<file path="config.mk">
export PLATFORM = sky130hd
export DESIGN_NAME = retire_trace_unit_flat
export DESIGN_NICKNAME = d
export VERILOG_FILES = /design/src/rtl/retire_trace_unit_if.sv /design/src/rtl/retire_trace_unit.sv /design/src/flat_wrapper.sv
export SDC_FILE = /design/constraint.sdc
export NUM_CORES = 1
export LEC_CHECK = 0
export CAP_MARGIN = 0
export CORE_ASPECT_RATIO = 0.9
export CORE_MARGIN = 5
export CORE_UTILIZATION = 58
export DETAILED_ROUTE_END_ITERATION = 10
export PLACE_DENSITY = 0.86
export RECOVER_POWER = 25
export SYNTH_ARGS = -nofsm -noshare
export SYNTH_HDL_FRONTEND = slang
export SYNTH_SLANG_ARGS = --single-unit
</file>
<file path="constraint.sdc">
create_clock -name clk -period 9.4 [get_ports clk]
set_input_delay 1.88 -clock clk [delete_from_list [all_inputs] [get_ports clk]]
set_output_delay 1.88 -clock clk [all_outputs]
set_load 0.05 [all_outputs]
</file>
<file path="src/rtl/retire_trace_unit_if.sv">
// -----------------------------------------------------------------------------
// retire_trace_unit_if
// Valid/ready stream carrying 16-bit trace words from the retire trace unit to
// an off-core sink (trace port, UART bridge or bench monitor).
//   trc_data  : stream word, driven by the source
//   trc_valid : trc_data is valid, driven by the source
//   trc_ready : sink accepts the word, driven by the sink
// A word transfers on a rising edge where trc_valid && trc_ready.
// -----------------------------------------------------------------------------
interface retire_trace_unit_if;
    logic [15:0] trc_data;
    logic        trc_valid;
    logic        trc_ready;

    modport master (
        output trc_data,
        output trc_valid,
        input  trc_ready
    );

    modport slave (
        input  trc_data,
        input  trc_valid,
        output trc_ready
    );
endinterface

</file>
<file path="src/rtl/retire_trace_unit.sv">
// -----------------------------------------------------------------------------
// retire_trace_unit
// Samples one retire event per cycle, queues it in an event FIFO and serializes
// each event as a record of 16-bit words on a valid/ready stream.
//
// Ports:
//   clk, rst_n       : rising-edge clock, asynchronous active-low reset
//   retire           : an instruction completes; qualifies every event input
//   pc               : PC of the retiring instruction
//   reg_write        : register file written; write_reg / write_data
//   mem_read         : load; mem_write : store; mem_addr / mem_data
//   hlt              : halt retiring
//   trc              : trace word stream (master side)
//   overflow         : sticky, an event was dropped because the FIFO was full
//   inst_count       : number of captured events (wraps at 16 bits)
//   done             : sticky, the halt record has been fully sent
//
// Record layout: HDR = {type[2:0], reg[3:0], inum[8:0]}, then PC, then VAL
// (REGW/LOAD/STORE/HALT) and ADDR (LOAD/STORE only).
// -----------------------------------------------------------------------------
module retire_trace_unit #(
    parameter int DEPTH = 8
) (
    input  logic                       clk,
    input  logic                       rst_n,
    input  logic                       retire,
    input  logic [15:0]                pc,
    input  logic                       reg_write,
    input  logic [3:0]                 write_reg,
    input  logic [15:0]                write_data,
    input  logic                       mem_read,
    input  logic                       mem_write,
    input  logic [15:0]                mem_addr,
    input  logic [15:0]                mem_data,
    input  logic                       hlt,
    retire_trace_unit_if.master        trc,
    output logic                       overflow,
    output logic [15:0]                inst_count,
    output logic                       done
);

    localparam int AW = $clog2(DEPTH);
    localparam int CW = AW + 1;
    localparam logic [CW-1:0] DEPTH_C = CW'(DEPTH);
    localparam logic [CW-1:0] ONE_C   = CW'(1);
    localparam logic [CW-1:0] ZERO_C  = CW'(0);

    localparam logic [2:0] TYPE_REGW  = 3'b001;
    localparam logic [2:0] TYPE_LOAD  = 3'b010;
    localparam logic [2:0] TYPE_STORE = 3'b011;
    localparam logic [2:0] TYPE_OTHER = 3'b100;
    localparam logic [2:0] TYPE_HALT  = 3'b111;

    localparam logic [2:0] ST_IDLE = 3'd0;
    localparam logic [2:0] ST_HDR  = 3'd1;
    localparam logic [2:0] ST_PC   = 3'd2;
    localparam logic [2:0] ST_VAL  = 3'd3;
    localparam logic [2:0] ST_ADDR = 3'd4;
    localparam logic [2:0] ST_DONE = 3'd5;

    // Header word of a record.
    function automatic logic [15:0] hdr_word(input logic [2:0] t,
                                             input logic [3:0] r,
                                             input logic [8:0] n);
        return {t, r, n};
    endfunction

    // Event FIFO storage
    logic [2:0]    type_mem_r [DEPTH];
    logic [3:0]    reg_mem_r  [DEPTH];
    logic [8:0]    inum_mem_r [DEPTH];
    logic [15:0]   pc_mem_r   [DEPTH];
    logic [15:0]   val_mem_r  [DEPTH];
    logic [15:0]   addr_mem_r [DEPTH];

    logic [AW-1:0] wr_ptr_r;
    logic [AW-1:0] rd_ptr_r;
    logic [AW-1:0] nxt_ptr_s;
    logic [CW-1:0] count_r;

    logic          halted_r;
    logic          overflow_r;
    logic [15:0]   inst_count_r;
    logic [15:0]   cycle_count_r;

    logic [2:0]    state_r;
    logic [15:0]   trc_data_r;
    logic          trc_valid_r;
    logic          done_r;

    logic          full_s;
    logic          cap_s;
    logic          drop_s;
    logic          xfer_s;
    logic          pop_s;
    logic [2:0]    cap_type_s;
    logic [15:0]   cap_val_s;
    logic [2:0]    head_type_s;

    logic [2:0]    state_nxt_s;
    logic [15:0]   data_nxt_s;
    logic          valid_nxt_s;
    logic          done_nxt_s;

    logic [2:0]    fin_state_s;
    logic [15:0]   fin_data_s;
    logic          fin_valid_s;
    logic          fin_done_s;

    // Fullness is judged on the registered count, so a pop on the same edge
    // cannot make room for the incoming event.
    assign full_s      = (count_r == DEPTH_C);
    assign cap_s       = retire && !halted_r && !full_s;
    assign drop_s      = retire && !halted_r && full_s;
    assign xfer_s      = trc_valid_r && trc.trc_ready;
    assign nxt_ptr_s   = rd_ptr_r + AW'(1);
    assign head_type_s = type_mem_r[rd_ptr_r];

    assign trc.trc_data  = trc_data_r;
    assign trc.trc_valid = trc_valid_r;
    assign overflow      = overflow_r;
    assign inst_count    = inst_count_r;
    assign done          = done_r;

    // Classify the retiring instruction and pick the value field it records.
    always_comb begin
        cap_type_s = TYPE_OTHER;
        if (reg_write) begin
            if (mem_read) begin
                cap_type_s = TYPE_LOAD;
            end else begin
                cap_type_s = TYPE_REGW;
            end
        end else if (hlt) begin
            cap_type_s = TYPE_HALT;
        end else if (mem_write) begin
            cap_type_s = TYPE_STORE;
        end else begin
            cap_type_s = TYPE_OTHER;
        end

        case (cap_type_s)
            TYPE_REGW, TYPE_LOAD: cap_val_s = write_data;
            TYPE_STORE:           cap_val_s = mem_data;
            TYPE_HALT:            cap_val_s = cycle_count_r;
            default:              cap_val_s = 16'h0000;
        endcase
    end

    // Write captured events into FIFO storage (no reset needed: guarded by count).
    always_ff @(posedge clk) begin
        if (cap_s) begin
            type_mem_r[wr_ptr_r] <= cap_type_s;
            reg_mem_r[wr_ptr_r]  <= write_reg;
            inum_mem_r[wr_ptr_r] <= inst_count_r[8:0];
            pc_mem_r[wr_ptr_r]   <= pc;
            val_mem_r[wr_ptr_r]  <= cap_val_s;
            addr_mem_r[wr_ptr_r] <= mem_addr;
        end
    end

    // FIFO pointers and occupancy.
    always_ff @(posedge clk or negedge rst_n) begin
        if (!rst_n) begin
            wr_ptr_r <= AW'(0);
            rd_ptr_r <= AW'(0);
            count_r  <= ZERO_C;
        end else begin
            if (cap_s) begin
                wr_ptr_r <= wr_ptr_r + AW'(1);
            end
            if (pop_s) begin
                rd_ptr_r <= nxt_ptr_s;
            end
            case ({cap_s, pop_s})
                2'b10:   count_r <= count_r + ONE_C;
                2'b01:   count_r <= count_r - ONE_C;
                default: count_r <= count_r;
            endcase
        end
    end

    // Instruction/cycle counters, halt latch and sticky overflow.
    always_ff @(posedge clk or negedge rst_n) begin
        if (!rst_n) begin
            halted_r      <= 1'b0;
            overflow_r    <= 1'b0;
            inst_count_r  <= 16'h0000;
            cycle_count_r <= 16'h0000;
        end else begin
            if (!halted_r) begin
                cycle_count_r <= cycle_count_r + 16'd1;
            end
            if (cap_s) begin
                inst_count_r <= inst_count_r + 16'd1;
                if (cap_type_s == TYPE_HALT) begin
                    halted_r <= 1'b1;
                end
            end
            if (drop_s) begin
                overflow_r <= 1'b1;
            end
        end
    end

    // Decide what follows the last word of the current record. When the
    // only queued entry pops while a new event is captured, its header is
    // taken straight from the capture path to keep one word per cycle.
    always_comb begin
        if (head_type_s == TYPE_HALT) begin
            fin_state_s = ST_DONE;
            fin_data_s  = 16'h0000;
            fin_valid_s = 1'b0;
            fin_done_s  = 1'b1;
        end else if (count_r > ONE_C) begin
            fin_state_s = ST_HDR;
            fin_data_s  = hdr_word(type_mem_r[nxt_ptr_s], reg_mem_r[nxt_ptr_s],
                                   inum_mem_r[nxt_ptr_s]);
            fin_valid_s = 1'b1;
            fin_done_s  = 1'b0;
        end else if (cap_s) begin
            fin_state_s = ST_HDR;
            fin_data_s  = hdr_word(cap_type_s, write_reg, inst_count_r[8:0]);
            fin_valid_s = 1'b1;
            fin_done_s  = 1'b0;
        end else begin
            fin_state_s = ST_IDLE;
            fin_data_s  = 16'h0000;
            fin_valid_s = 1'b0;
            fin_done_s  = 1'b0;
        end
    end

    // Serializer next-state and next-word selection.
    always_comb begin
        state_nxt_s = state_r;
        data_nxt_s  = trc_data_r;
        valid_nxt_s = trc_valid_r;
        done_nxt_s  = done_r;
        pop_s       = 1'b0;
        case (state_r)
            ST_IDLE: begin
                if (count_r != ZERO_C) begin
                    state_nxt_s = ST_HDR;
                    data_nxt_s  = hdr_word(head_type_s, reg_mem_r[rd_ptr_r],
                                           inum_mem_r[rd_ptr_r]);
                    valid_nxt_s = 1'b1;
                end else begin
                    valid_nxt_s = 1'b0;
                end
            end
            ST_HDR: begin
                if (xfer_s) begin
                    state_nxt_s = ST_PC;
                    data_nxt_s  = pc_mem_r[rd_ptr_r];
                end else begin
                    state_nxt_s = ST_HDR;
                end
            end
            ST_PC: begin
                if (xfer_s) begin
                    if (head_type_s == TYPE_OTHER) begin
                        pop_s       = 1'b1;
                        state_nxt_s = fin_state_s;
                        data_nxt_s  = fin_data_s;
                        valid_nxt_s = fin_valid_s;
                        done_nxt_s  = fin_done_s;
                    end else begin
                        state_nxt_s = ST_VAL;
                        data_nxt_s  = val_mem_r[rd_ptr_r];
                    end
                end else begin
                    state_nxt_s = ST_PC;
                end
            end
            ST_VAL: begin
                if (xfer_s) begin
                    if ((head_type_s == TYPE_LOAD) || (head_type_s == TYPE_STORE)) begin
                        state_nxt_s = ST_ADDR;
                        data_nxt_s  = addr_mem_r[rd_ptr_r];
                    end else begin
                        pop_s       = 1'b1;
                        state_nxt_s = fin_state_s;
                        data_nxt_s  = fin_data_s;
                        valid_nxt_s = fin_valid_s;
                        done_nxt_s  = fin_done_s;
                    end
                end else begin
                    state_nxt_s = ST_VAL;
                end
            end
            ST_ADDR: begin
                if (xfer_s) begin
                    pop_s       = 1'b1;
                    state_nxt_s = fin_state_s;
                    data_nxt_s  = fin_data_s;
                    valid_nxt_s = fin_valid_s;
                    done_nxt_s  = fin_done_s;
                end else begin
                    state_nxt_s = ST_ADDR;
                end
            end
            ST_DONE: begin
                valid_nxt_s = 1'b0;
                done_nxt_s  = 1'b1;
            end
            default: begin
                state_nxt_s = ST_IDLE;
                data_nxt_s  = 16'h0000;
                valid_nxt_s = 1'b0;
            end
        endcase
    end

    // Serializer state and registered stream outputs.
    always_ff @(posedge clk or negedge rst_n) begin
        if (!rst_n) begin
            state_r     <= ST_IDLE;
            trc_data_r  <= 16'h0000;
            trc_valid_r <= 1'b0;
            done_r      <= 1'b0;
        end else begin
            state_r     <= state_nxt_s;
            trc_data_r  <= data_nxt_s;
            trc_valid_r <= valid_nxt_s;
            done_r      <= done_nxt_s;
        end
    end

endmodule
</file>
<file path="src/flat_wrapper.sv">
// flat-port wrapper written by rule: the top's interface ports become plain ports
module retire_trace_unit_flat 
#(
    parameter int DEPTH = 8
)
  (clk, rst_n, retire, pc, reg_write, write_reg, write_data, mem_read, mem_write, mem_addr, mem_data, hlt, overflow, inst_count, done, trc_trc_data, trc_trc_valid, trc_trc_ready);
  retire_trace_unit_if trc_i ();
  input  logic clk;
  input  logic rst_n;
  input  logic retire;
  input  logic [15:0] pc;
  input  logic reg_write;
  input  logic [3:0] write_reg;
  input  logic [15:0] write_data;
  input  logic mem_read;
  input  logic mem_write;
  input  logic [15:0] mem_addr;
  input  logic [15:0] mem_data;
  input  logic hlt;
  output logic overflow;
  output logic [15:0] inst_count;
  output logic done;
  output wire logic [$bits(trc_i.trc_data)-1:0] trc_trc_data;
  output wire logic [$bits(trc_i.trc_valid)-1:0] trc_trc_valid;
  input wire logic [$bits(trc_i.trc_ready)-1:0] trc_trc_ready;
  assign trc_trc_data = trc_i.trc_data;
  assign trc_trc_valid = trc_i.trc_valid;
  assign trc_i.trc_ready = trc_trc_ready;
  retire_trace_unit #(.DEPTH(DEPTH)) u_core (.clk(clk), .rst_n(rst_n), .retire(retire), .pc(pc), .reg_write(reg_write), .write_reg(write_reg), .write_data(write_data), .mem_read(mem_read), .mem_write(mem_write), .mem_addr(mem_addr), .mem_data(mem_data), .hlt(hlt), .trc(trc_i), .overflow(overflow), .inst_count(inst_count), .done(done));
endmodule
</file>
==> results.tsv, run 1 <==
stage	metric	value	unit
sta	Final Critical Period	4.60	ns
floorplan	die area	46200	µm²
sta	Slew Limit Fails	0	
drt	post-route DRC violation count	0	
floorplan	Die H	204	µm
grt	number of global-route vias before repair	14200	
grt	largest net degree at the start of global routing	66	
sta	setup TNS	0	ns
grt	All-Layer GR Usage	0.252	
yosys	syn avg cell area	17.7	µm²
floorplan	CORE AREA	41700	µm²
critical_path	Critical Path RT	9.91	ns
floorplan	I/O pin cnt	111	
critical_path	R2R cell count	7	
hold_path	Hold Path Depth	1	
drt	Iteration-0 DRC Markers	1966	
drt	vias per inst	6.73	
cts	Clk Latency, worst-skew pair	0.59	ns
power_and_ir_drop	Clk pwr share	0.367	
layout	layout cell share with drive strength beyond 1	0.190	
hold_path	HP Class	reg -> reg	
yosys	synthesis-stage register bit count	577	
flow_run	Max Cap Violations	0	
sta	period utilization	0.490	
sta	clk_skew	0.0151	ns
critical_path	Reg2Reg Setup Slack	4.80	ns
floorplan	Initial Utilization	0.584	
power_and_ir_drop	Comb pwr share	0.086	
drt	routed wire length	58400	µm
power_and_ir_drop	sequential share of power	0.547	
yosys	Net Count, Synth	1458	
place	Placer Congestion	0.895	
power_and_ir_drop	Cell Pwr Density	205	nW/µm²
sta	final hold vios	0	
yosys	top-area cell type share of the netlist area	0.632	
sta	RSZ-0062 raised after global routing	false	
hold_path	Hold Path End	u_core.inst_count[15]	
yosys	area leader, netlist	edfxtp_1	
yosys	post-synthesis cell area	24300	µm²
place	HPWL Detailed	34800	µm
yosys	top post-synthesis cells by area	edfxtp_1 63%, mux4_2 12%, dfrtp_1 6.7%	
cts	hold buffers post-CTS	0	
critical_path	worst path arrival time	5.12	ns
cts	H-tree depth	2	
power_and_ir_drop	Sw Pwr	1.37	mW
yosys	Yosys cell types	60	
cts	CTS max path bufs	3	
cts	total CTS buffers	54	
critical_path	worst r2r src	u_core.rd_ptr_r[0]	
sta	Slew headroom	0.168	
critical_path	critical setup path kind	reg -> reg	
sta	final setup fails	0	
grt	grt total ovfl	0	
critical_path	critical path launch point type	flop	
sta	fmax	217	MHz
critical_path	reg2reg end	u_core.trc.trc_data[0]	
yosys	Post-synth EDFFs	512	
yosys	FFs w/ async S/R, synth	0.113	
floorplan	row count	71	
yosys	synth cell count leaders	512 x edfxtp_1, 132 x mux4_2, 95 x nand2_1	
cts	clk sinks	577	
power_and_ir_drop	IR drop worst, VDD	0.174	mV
power_and_ir_drop	Int Pwr	4.33	mW
drt	drt first pass iters	6	
grt	initial antenna violation count	4	
critical_path	critical path peak fanout	60	
layout	Fillers	2582	
cts	clk root buf	clkbuf_16	
floorplan	die width	226	µm
sta	worst-margin pin slew	1.25	ns
power_and_ir_drop	switching share of power	0.240	
yosys	synth warn	0	
cts	Worst-path clk slew	0.06	ns
power_and_ir_drop	Leak	8.82	nW
yosys	most frequent cell after synthesis	edfxtp_1	
hold_path	HP Start	u_core.inst_count[15]	
layout	synthesis-to-layout area growth	14.2	%
yosys	Post-synth top flop	edfxtp_1	
cts	# resized after CTS	0	
yosys	sequential share of the synthesized area	0.699	
drt	routed via count	14000	
cts	TritonCTS clock tree	built	
drt	Routed Antenna Nets	0	
drt	WL/cell	28.0	µm
status	status	finished, final reports clean	
power_and_ir_drop	total chip power	5.69	mW
layout	nets	1578	
grt	global-route wire length before repair	87400	µm
yosys	cells after synthesis	1373	
cts	Post-CTS Setup Bufs	0	
critical_path	Worst setup EP type	flop	
place	port buffer count	110	
[worst max-delay path, cell delays in order, from the launching register on]
cell	delay [ns]
dfrtp_4	0.91
buf_4	0.90
mux4_2	0.61
mux2i_1	0.39
nand4_1	0.24
a311oi_2	1.05
nand2_1	0.21
o211ai_2	0.14
[power by group through the flow]
stage                     logic, mW  clock network, mW  registers [mW]
after global placement        0.470                  0            3.14
after CTS                     0.488               2.12            3.11
after floorplan               0.243                  0            3.16
after global routing          0.523               2.23            3.12
after detailed placement      0.485                  0            3.15
final                         0.489               2.09            3.11
[sequential cells by signal (all words and copies together), names as in the netlist, 3 cells and up]
register / flops
u_core.trc.trc_data: 16
u_core.inum_mem_r: 72
u_core.wr_ptr_r: 3
u_core.val_mem_r: 128
u_core.addr_mem_r: 128
u_core.cycle_count_r: 16
u_core.rd_ptr_r: 3
u_core.count_r: 4
u_core.inst_count: 16
u_core.pc_mem_r: 128
u_core.reg_mem_r: 32
u_core.type_mem_r: 24
u_core.state_r: 3
[layout by cell type (no fill, tap or decap), types with 3 or more instances in the layout]
| master | n |
|---|---|
| a222oi_1 | 3 |
| a22o_1 | 4 |
| nor2b_1 | 13 |
| o21ai_1 | 3 |
| buf_4 | 32 |
| dlygate4sd3_1 | 29 |
| a21oi_1 | 21 |
| o211ai_2 | 10 |
| nor3_2 | 5 |
| xnor2_1 | 27 |
| inv_1 | 7 |
| dfrtp_4 | 3 |
| and3_1 | 9 |
| mux2i_1 | 92 |
| clkbuf_1 | 14 |
| or3_1 | 3 |
| nor3_1 | 7 |
| nor2_1 | 44 |
| xor2_1 | 11 |
| nand4_1 | 9 |
| clkbuf_8 | 6 |
| clkdlybuf4s50_1 | 80 |
| a22oi_1 | 56 |
| nand2_1 | 95 |
| clkinv_2 | 6 |
| nand3_1 | 36 |
| dfrtp_1 | 62 |
| nand2b_1 | 5 |
| o22ai_1 | 5 |
| ha_1 | 8 |
| mux2_2 | 21 |
| clkbuf_16 | 55 |
| mux4_2 | 132 |
| o21ai_0 | 48 |
| clkinv_1 | 12 |
| edfxtp_1 | 512 |
| a32oi_1 | 3 |
[worst max-delay path by stage]
stage / startpoint / endpoint
floorplan: retire / u_core.addr_mem_r[0][0]
global placement: retire / u_core.addr_mem_r[7][5]
detailed placement: retire / u_core.addr_mem_r[7][5]
CTS: u_core.rd_ptr_r[0] / u_core.trc.trc_data[0]
global route: u_core.rd_ptr_r[0] / u_core.trc.trc_data[0]
finish: u_core.rd_ptr_r[0] / u_core.trc.trc_data[0]
[kinds of logic after synthesis]
family,after synthesis,share of synthesized area
fa+ha+maj,9,0.00463
mux,247,0.171
flops,577,0.699
xor+xnor,39,0.0140
buf+inv,86,0.0159
simple gates,242,0.0461
compound gates,173,0.0494
[final cells by class]
cell class / instances / area (µm²) / share of cell area
Sequential cell: 577 / 17000 / 0.612
Clock buffer: 74 / 1510 / 0.0542
Tap cell: 547 / 684 / 0.0246
Clock inverter: 24 / 183 / 0.00657
Timing Repair Buffer: 142 / 1340 / 0.0480
Antenna cell: 2 / 5.00 / 0.000180
Multi-Input combinational cell: 710 / 7040 / 0.253
Inverter: 8 / 30.0 / 0.00108
[per-layer routing]
layer | up-vias | wire [µm] | GRT usage | part of all wire
li1 | 5771 | - | - | -
met5 | - | 33 | 0 | 0.00056
met4 | 6 | 2480 | 0.0908 | 0.042
met2 | 963 | 28300 | 0.402 | 0.48
met1 | 7086 | 21500 | 0.346 | 0.37
met3 | 207 | 6170 | 0.0592 | 0.11
[through the flow]
step                setup slack [ns]  cell area (µm²)  hold WS (ns)   util  cells
floorplan                      0.391            24300         0.446      -   1373
global placement                4.45            26100         0.461  0.627   1984
detailed placement              4.42            26100         0.467  0.627   1984
CTS                             4.93            27800         0.480  0.667   2082
global route                    4.56            27800         0.496  0.667   2082
finish                          4.80            27800         0.470  0.667   2084
Power figures use the tool's default switching activity.
==> inputs of run 2 (changes only) <==
CORE_UTILIZATION = 55   (was 58)
PLACE_DENSITY = 0.85   (was 0.86)
clock period = 3.75 ns   (was 9.4 ns; I/O delays follow)
==> run 2 against run 1 <==
Maximum frequency grew 39%. Utilization shrank 2.3 points. Clock power grew to 2.6 times the previous value. Clock skew grew 0.019 ns. Critical path depth grew 1. Sequential power grew 150%. Worst setup slack lost 4.4 ns. Flip-flop and latch count is the same. Largest power group unchanged.
==> results.tsv, run 2 (synthesized netlist as in run 1, its figures left out) <==
stage	metric	value	unit	change
layout	final core utilization	0.644		-0.0231
sta	RSZ-0062 raised after global routing	false		
grt	grt total ovfl	0		unchanged
critical_path	reg2reg end	u_core.count_r[3]		
sta	Final Critical Period	3.31	ns	-1.29 ns
sta	Slew Limit Fails	0		unchanged
critical_path	worst path arrival time	3.83	ns	-1.29 ns
sta	worst-margin pin slew	1.14	ns	-0.104 ns
status	status	finished, final reports clean		
sta	worst setup margin	0.437	ns	-4.36 ns
place	Setup Slack @ Placement	0.519	ns	-3.90 ns
critical_path	Worst setup EP type	flop		
cts	hold buffers post-CTS	0		unchanged
place	dpl cells	2056		+3.6%
drt	Routed Antenna Nets	0		unchanged
drt	WL/cell	27.7	µm	-1.0%
sta	fmax	302	MHz	+39%
layout	layout cell share with drive strength beyond 1	0.201		+0.0108
cts	# resized after CTS	0		unchanged
layout	most frequent cells in the layout	512 x edfxtp_1, 132 x mux4_2, 95 x nand2_1		
cts	total CTS buffers	56		+3.7%
floorplan	CORE AREA	43900	µm²	+5.4%
place	port buffer count	110		unchanged
place	Placer Congestion	0.906		+1.2%
place	Area after DPL	26500	µm²	+1.5%
cts	clk sinks	577		unchanged
power_and_ir_drop	Leak	9.00	nW	+2.1%
layout	most common cell after layout, fill and taps aside	edfxtp_1		
critical_path	critical setup path kind	reg -> reg		
floorplan	die area	48600	µm²	+5.2%
sta	final setup fails	0		unchanged
floorplan	Initial Utilization	0.554		-0.0302
drt	drt first pass iters	6		unchanged
layout	ant diodes	0		-2
critical_path	worst r2r src	u_core.rd_ptr_r[0]		
place	HPWL Detailed	36300	µm	+4.4%
cts	CTS max path bufs	3		unchanged
cts	Clk Latency, worst-skew pair	0.63	ns	+0.04 ns
floorplan	Die H	210	µm	+2.6%
floorplan	row count	73		+2.8%
critical_path	R2R cell count	8		+1
drt	vias per inst	6.54		-2.9%
critical_path	Reg2Reg Setup Slack	0.44	ns	-4.36 ns
power_and_ir_drop	Cell Pwr Density	517	nW/µm²	+150%
grt	largest net degree at the start of global routing	118		+79%
critical_path	critical path launch point type	flop		
drt	routed wire length	60000	µm	+2.7%
flow_run	Max Cap Violations	0		unchanged
grt	initial antenna violation count	2		-2
sta	WHS	0.332	ns	-0.138 ns
layout	Finished Layout Cells	2162		+3.7%
cts	Worst-path clk slew	0.06	ns	about the same
power_and_ir_drop	IR drop worst, VDD	0.423	mV	+140%
hold_path	HP Class	in -> async		
layout	Fillers	2772		+7.4%
drt	routed via count	14100		+0.77%
layout	Finished Cell Area	28300	µm²	+1.8%
critical_path	critical path peak fanout	30		-50%
cts	H-tree depth	2		unchanged
sta	setup TNS	0	ns	unchanged
floorplan	die width	232	µm	+2.6%
drt	post-route DRC violation count	0		unchanged
grt	number of global-route vias before repair	14300		+0.49%
cts	TritonCTS clock tree	built		
grt	All-Layer GR Usage	0.247		-0.00464
sta	period utilization	0.884		+0.394
drt	Iteration-0 DRC Markers	2018		+2.6%
critical_path	Critical Path RT	4.27	ns	-5.64 ns
layout	Top Registers	u_core.addr_mem_r (128), u_core.pc_mem_r (128), u_core.val_mem_r (128)		
power_and_ir_drop	total chip power	14.6	mW	+160%
sta	clk_skew	0.0340	ns	+0.0189 ns
layout	synthesis-to-layout area growth	16.3	%	
floorplan	I/O pin cnt	111		unchanged
sta	Slew headroom	0.237		+0.0696
grt	global-route wire length before repair	90300	µm	+3.3%
layout	nets	1599		+1.3%
cts	Post-CTS Setup Bufs	0		unchanged
cts	clk root buf	clkbuf_16		
sta	final hold vios	0		unchanged
[run 2: final cells by class]
| type | instances | area [µm²] | share of cell area |
|---|---|---|---|
| clock buffers | 85 | 1620 | 0.0573 |
| repair buffers | 161 | 1620 | 0.0573 |
| clock inverters | 21 | 195 | 0.00690 |
| flip-flops and latches | 577 | 17000 | 0.601 |
| well taps | 600 | 751 | 0.0265 |
| multi-input cells | 710 | 7060 | 0.250 |
| inverters | 8 | 30.0 | 0.00106 |
[run 2: worst max-delay path by stage]
stage                            start                       to  slack [ns]  cells past startpoint
finish              u_core.rd_ptr_r[0]        u_core.count_r[3]        0.44                      8
global route        u_core.rd_ptr_r[0]        u_core.count_r[3]        0.24                      8
CTS                 u_core.rd_ptr_r[0]        u_core.count_r[3]        0.44                      8
detailed placement  u_core.rd_ptr_r[0]        u_core.count_r[3]        0.52                      8
global placement    u_core.rd_ptr_r[0]  u_core.trc.trc_data[15]        0.63                      7
floorplan                       retire  u_core.addr_mem_r[5][0]       -0.84                      6
[run 2: metal layers]
| layer | global-route usage | wire length (µm) | vias to the layer above |
|---|---|---|---|
| met1 | 0.337 | 22200 | 7184 |
| met5 | 0 | 18 | - |
| met2 | 0.396 | 29100 | 959 |
| met4 | 0.0959 | 2480 | 2 |
| met3 | 0.0545 | 6200 | 181 |
| li1 | - | - | 5815 |
[run 2: critical path, cell delays in order (launching register included)]
cell	delay (ns)
dfrtp_4	0.79
mux4_2	0.60
mux2_4	0.34
o21bai_1	0.41
a31oi_2	0.24
ha_1	0.30
nand4b_1	0.20
a21oi_1	0.18
xor2_1	0.16
[run 2: power breakdown]
part / switching, mW / leakage [nW] / total [mW] / internal [mW]
Sequential: 0.303 / 5.50 / 7.77 / 7.46
Combinational: 0.884 / 2.61 / 1.36 / 0.472
Clock: 2.37 / 0.888 / 5.50 / 3.13
Total: 3.55 / 9.00 / 14.6 / 11.1
==> inputs of run 3 (changes only) <==
CORE_MARGIN = 2   (was 5)
==> run 3 against run 2 <==
The flow now finishes with violations (max-capacitance violations, max-slew violations). Maximum frequency rose by 3.0%. Sequential share of layout area down 0.059 points. Non-clock buffer count rose by 2. Count of clock-buffer cells in the layout down 16. Die area down 5.4%. Utilization grew 0.063 points. Design area about the same. Critical path type unchanged. Largest power group unchanged.
==> results.tsv, run 3 (synthesized netlist as in run 1, its figures left out) <==
stage	metric	value	unit	change
critical_path	worst path arrival time	3.72	ns	-0.11 ns
power_and_ir_drop	Leak	9.03	nW	+0.32%
cts	# resized after CTS	0		unchanged
layout	Multi-input gate area	7060	µm²	unchanged
drt	Top Layer Used	met5		
drt	Routed Antenna Nets	0		unchanged
drt	met2 wire len	28900	µm	-0.46%
sta	RSZ-0062 raised after global routing	false		
critical_path	Critical Path RT	4.25	ns	-0.02 ns
floorplan	CORE AREA	43900	µm²	unchanged
cts	CTS max path bufs	3		unchanged
grt	initial antenna violation count	3		+1
drt	drt first pass iters	6		unchanged
sta	final hold vios	0		unchanged
drt	WL/cell	27.7	µm	-0.30%
sta	Slew Limit Fails	30		+30
critical_path	critical path launch point type	flop		
critical_path	worst-path cell chain	mux4_2, mux2i_1, nand4_1, a31oi_2, ha_1, nand3_1, a21oi_1, xor2_1		
sta	Slew headroom	-0.365		-0.602
floorplan	Initial Utilization	0.554		unchanged
status	failing checks	max-capacitance violations, max-slew violations		
layout	most frequent cells in the layout	512 x edfxtp_1, 132 x mux4_2, 95 x nand2_1		
sta	fmax	311	MHz	+3.0%
cts	TritonCTS clock tree	built		
grt	grt total ovfl	0		unchanged
critical_path	critical path peak fanout	20		-33%
critical_path	max incr delay on CP	0.65	ns	-0.14 ns
sta	period utilization	0.858		-0.0258
floorplan	row count	73		unchanged
place	HPWL Detailed	35300	µm	-2.9%
power_and_ir_drop	total chip power	14.7	mW	+0.70%
critical_path	critical setup path kind	reg -> reg		
floorplan	Die H	204	µm	-2.9%
place	port buffer count	110		unchanged
cts	clk sinks	577		unchanged
cts	clk root buf	clkbuf_16		
sta	Final Critical Period	3.22	ns	-0.0966 ns
cts	hold buffers post-CTS	0		unchanged
cts	Worst-path clk slew	0.06	ns	about the same
grt	largest net degree at the start of global routing	112		-5.1%
drt	M1 WL	22300	µm	+0.16%
critical_path	Worst setup EP type	flop		
floorplan	die area	45900	µm²	-5.4%
cts	total CTS buffers	55		-1.8%
status	status	finished with violations		
sta	worst-margin pin slew	2.05	ns	+0.903 ns
flow_run	Max Cap Violations	1		+1
drt	Detail Route met3 WL	6120	µm	-1.3%
floorplan	die width	226	µm	-2.6%
grt	All-Layer GR Usage	0.266		+0.0187
layout	nets	1600		+0.063%
critical_path	worst path bufs/invs	0		unchanged
sta	WHS	0.473	ns	+0.141 ns
cts	H-tree depth	2		unchanged
drt	Iteration-0 DRC Markers	1706		-15%
layout	Top Registers	u_core.addr_mem_r (128), u_core.pc_mem_r (128), u_core.val_mem_r (128)		
power_and_ir_drop	Cell Pwr Density	520	nW/µm²	+0.60%
critical_path	Top Family by Delay on Critical Path	multiplexers		
power_and_ir_drop	IR drop worst, VDD	0.353	mV	-16%
drt	post-route DRC violation count	0		unchanged
layout	layout cell share with drive strength beyond 1	0.205		+0.00397
grt	global-route wire length before repair	89600	µm	-0.79%
floorplan	I/O pin cnt	111		unchanged
drt	routed via count	14100		-0.25%
cts	Post-CTS Setup Bufs	0		unchanged
layout	Fillers	2824		+1.9%
sta	final setup fails	0		unchanged
grt	number of global-route vias before repair	14400		+0.23%
layout	most common cell after layout, fill and taps aside	edfxtp_1		
hold_path	HP Class	reg -> reg		
cts	Clk Latency, worst-skew pair	0.62	ns	about the same
place	Placer Congestion	0.901		-0.52%
layout	synthesis-to-layout area growth	16.4	%	about the same
drt	vias per inst	6.52		-0.30%
layout	Seq. cell area	17000	µm²	unchanged
critical_path	slowest stage cell, crit path	dfrtp_4		
drt	routed wire length	59800	µm	-0.25%
sta	clk_skew	0.0330	ns	-0.00105 ns
==> run 3: cell count changes in the layout (fill, tap and decap cells not counted), sizes merged <==
cell,previous run,this run
clkinvlp,1,3
clkinv,18,25
clkbuf,91,71
diode,0,2
bufinv,2,6
buf,46,52
==> run 3: routing by layer <==
layer | vias to the layer above | global-route usage
li1 | 5816 | -
met1 | 7199 | 0.363
met2 | 922 | 0.415
met3 | 166 | 0.0631
met4 | 2 | 0.111
met5 | - | 0
==> run 3: layout make-up <==
type	instances	area share
timing repair buffer	163	0.0574
tap	600	0.0265
clock buffer	69	0.0523
multi-input combinational	710	0.249
inverter	8	0.00106
antenna	2	0.000177
clock inverter	34	0.0125
sequential	577	0.601
==> run 3: metrics by stage <==
stage          cell area (µm²)  setup slack, ns  TNS [ns]   util  cells
3_5_place_dp             26500            0.575         0  0.603   2058
3_3_place_gp             26500            0.686         0  0.603   2058
6_report                 28300            0.533         0  0.645   2163
2_1_floorplan            24400           -0.844   -172.85      -   1373
4_1_cts                  28300            0.577         0  0.645   2161
5_1_grt                  28300            0.355         0  0.645   2162
==> run 3: worst paths after layout <==
path | startpoint | slack [ns] | cells past startpoint | end
worst min register to register | u_core.inst_count[15] | 0.47 | 1 | u_core.inst_count[15]
worst min-delay path | u_core.inst_count[15] | 0.47 | 1 | u_core.inst_count[15]
min in group asynchronous | rst_n | 0.73 | 1 | u_core.cycle_count_r[15]
worst max-delay path | u_core.rd_ptr_r[0] | 0.53 | 8 | u_core.count_r[3]
worst max register to register | u_core.rd_ptr_r[0] | 0.53 | 8 | u_core.count_r[3]
max in group asynchronous | rst_n | 1.57 | 1 | u_core.rd_ptr_r[0]
==> run 3: power by group <==
group          total [mW]  switching (mW)  leakage, nW  internal [mW]
sequential           7.81           0.351         5.50           7.46
combinational        1.31           0.835         2.64          0.471
clock                5.60            2.38        0.891           3.22
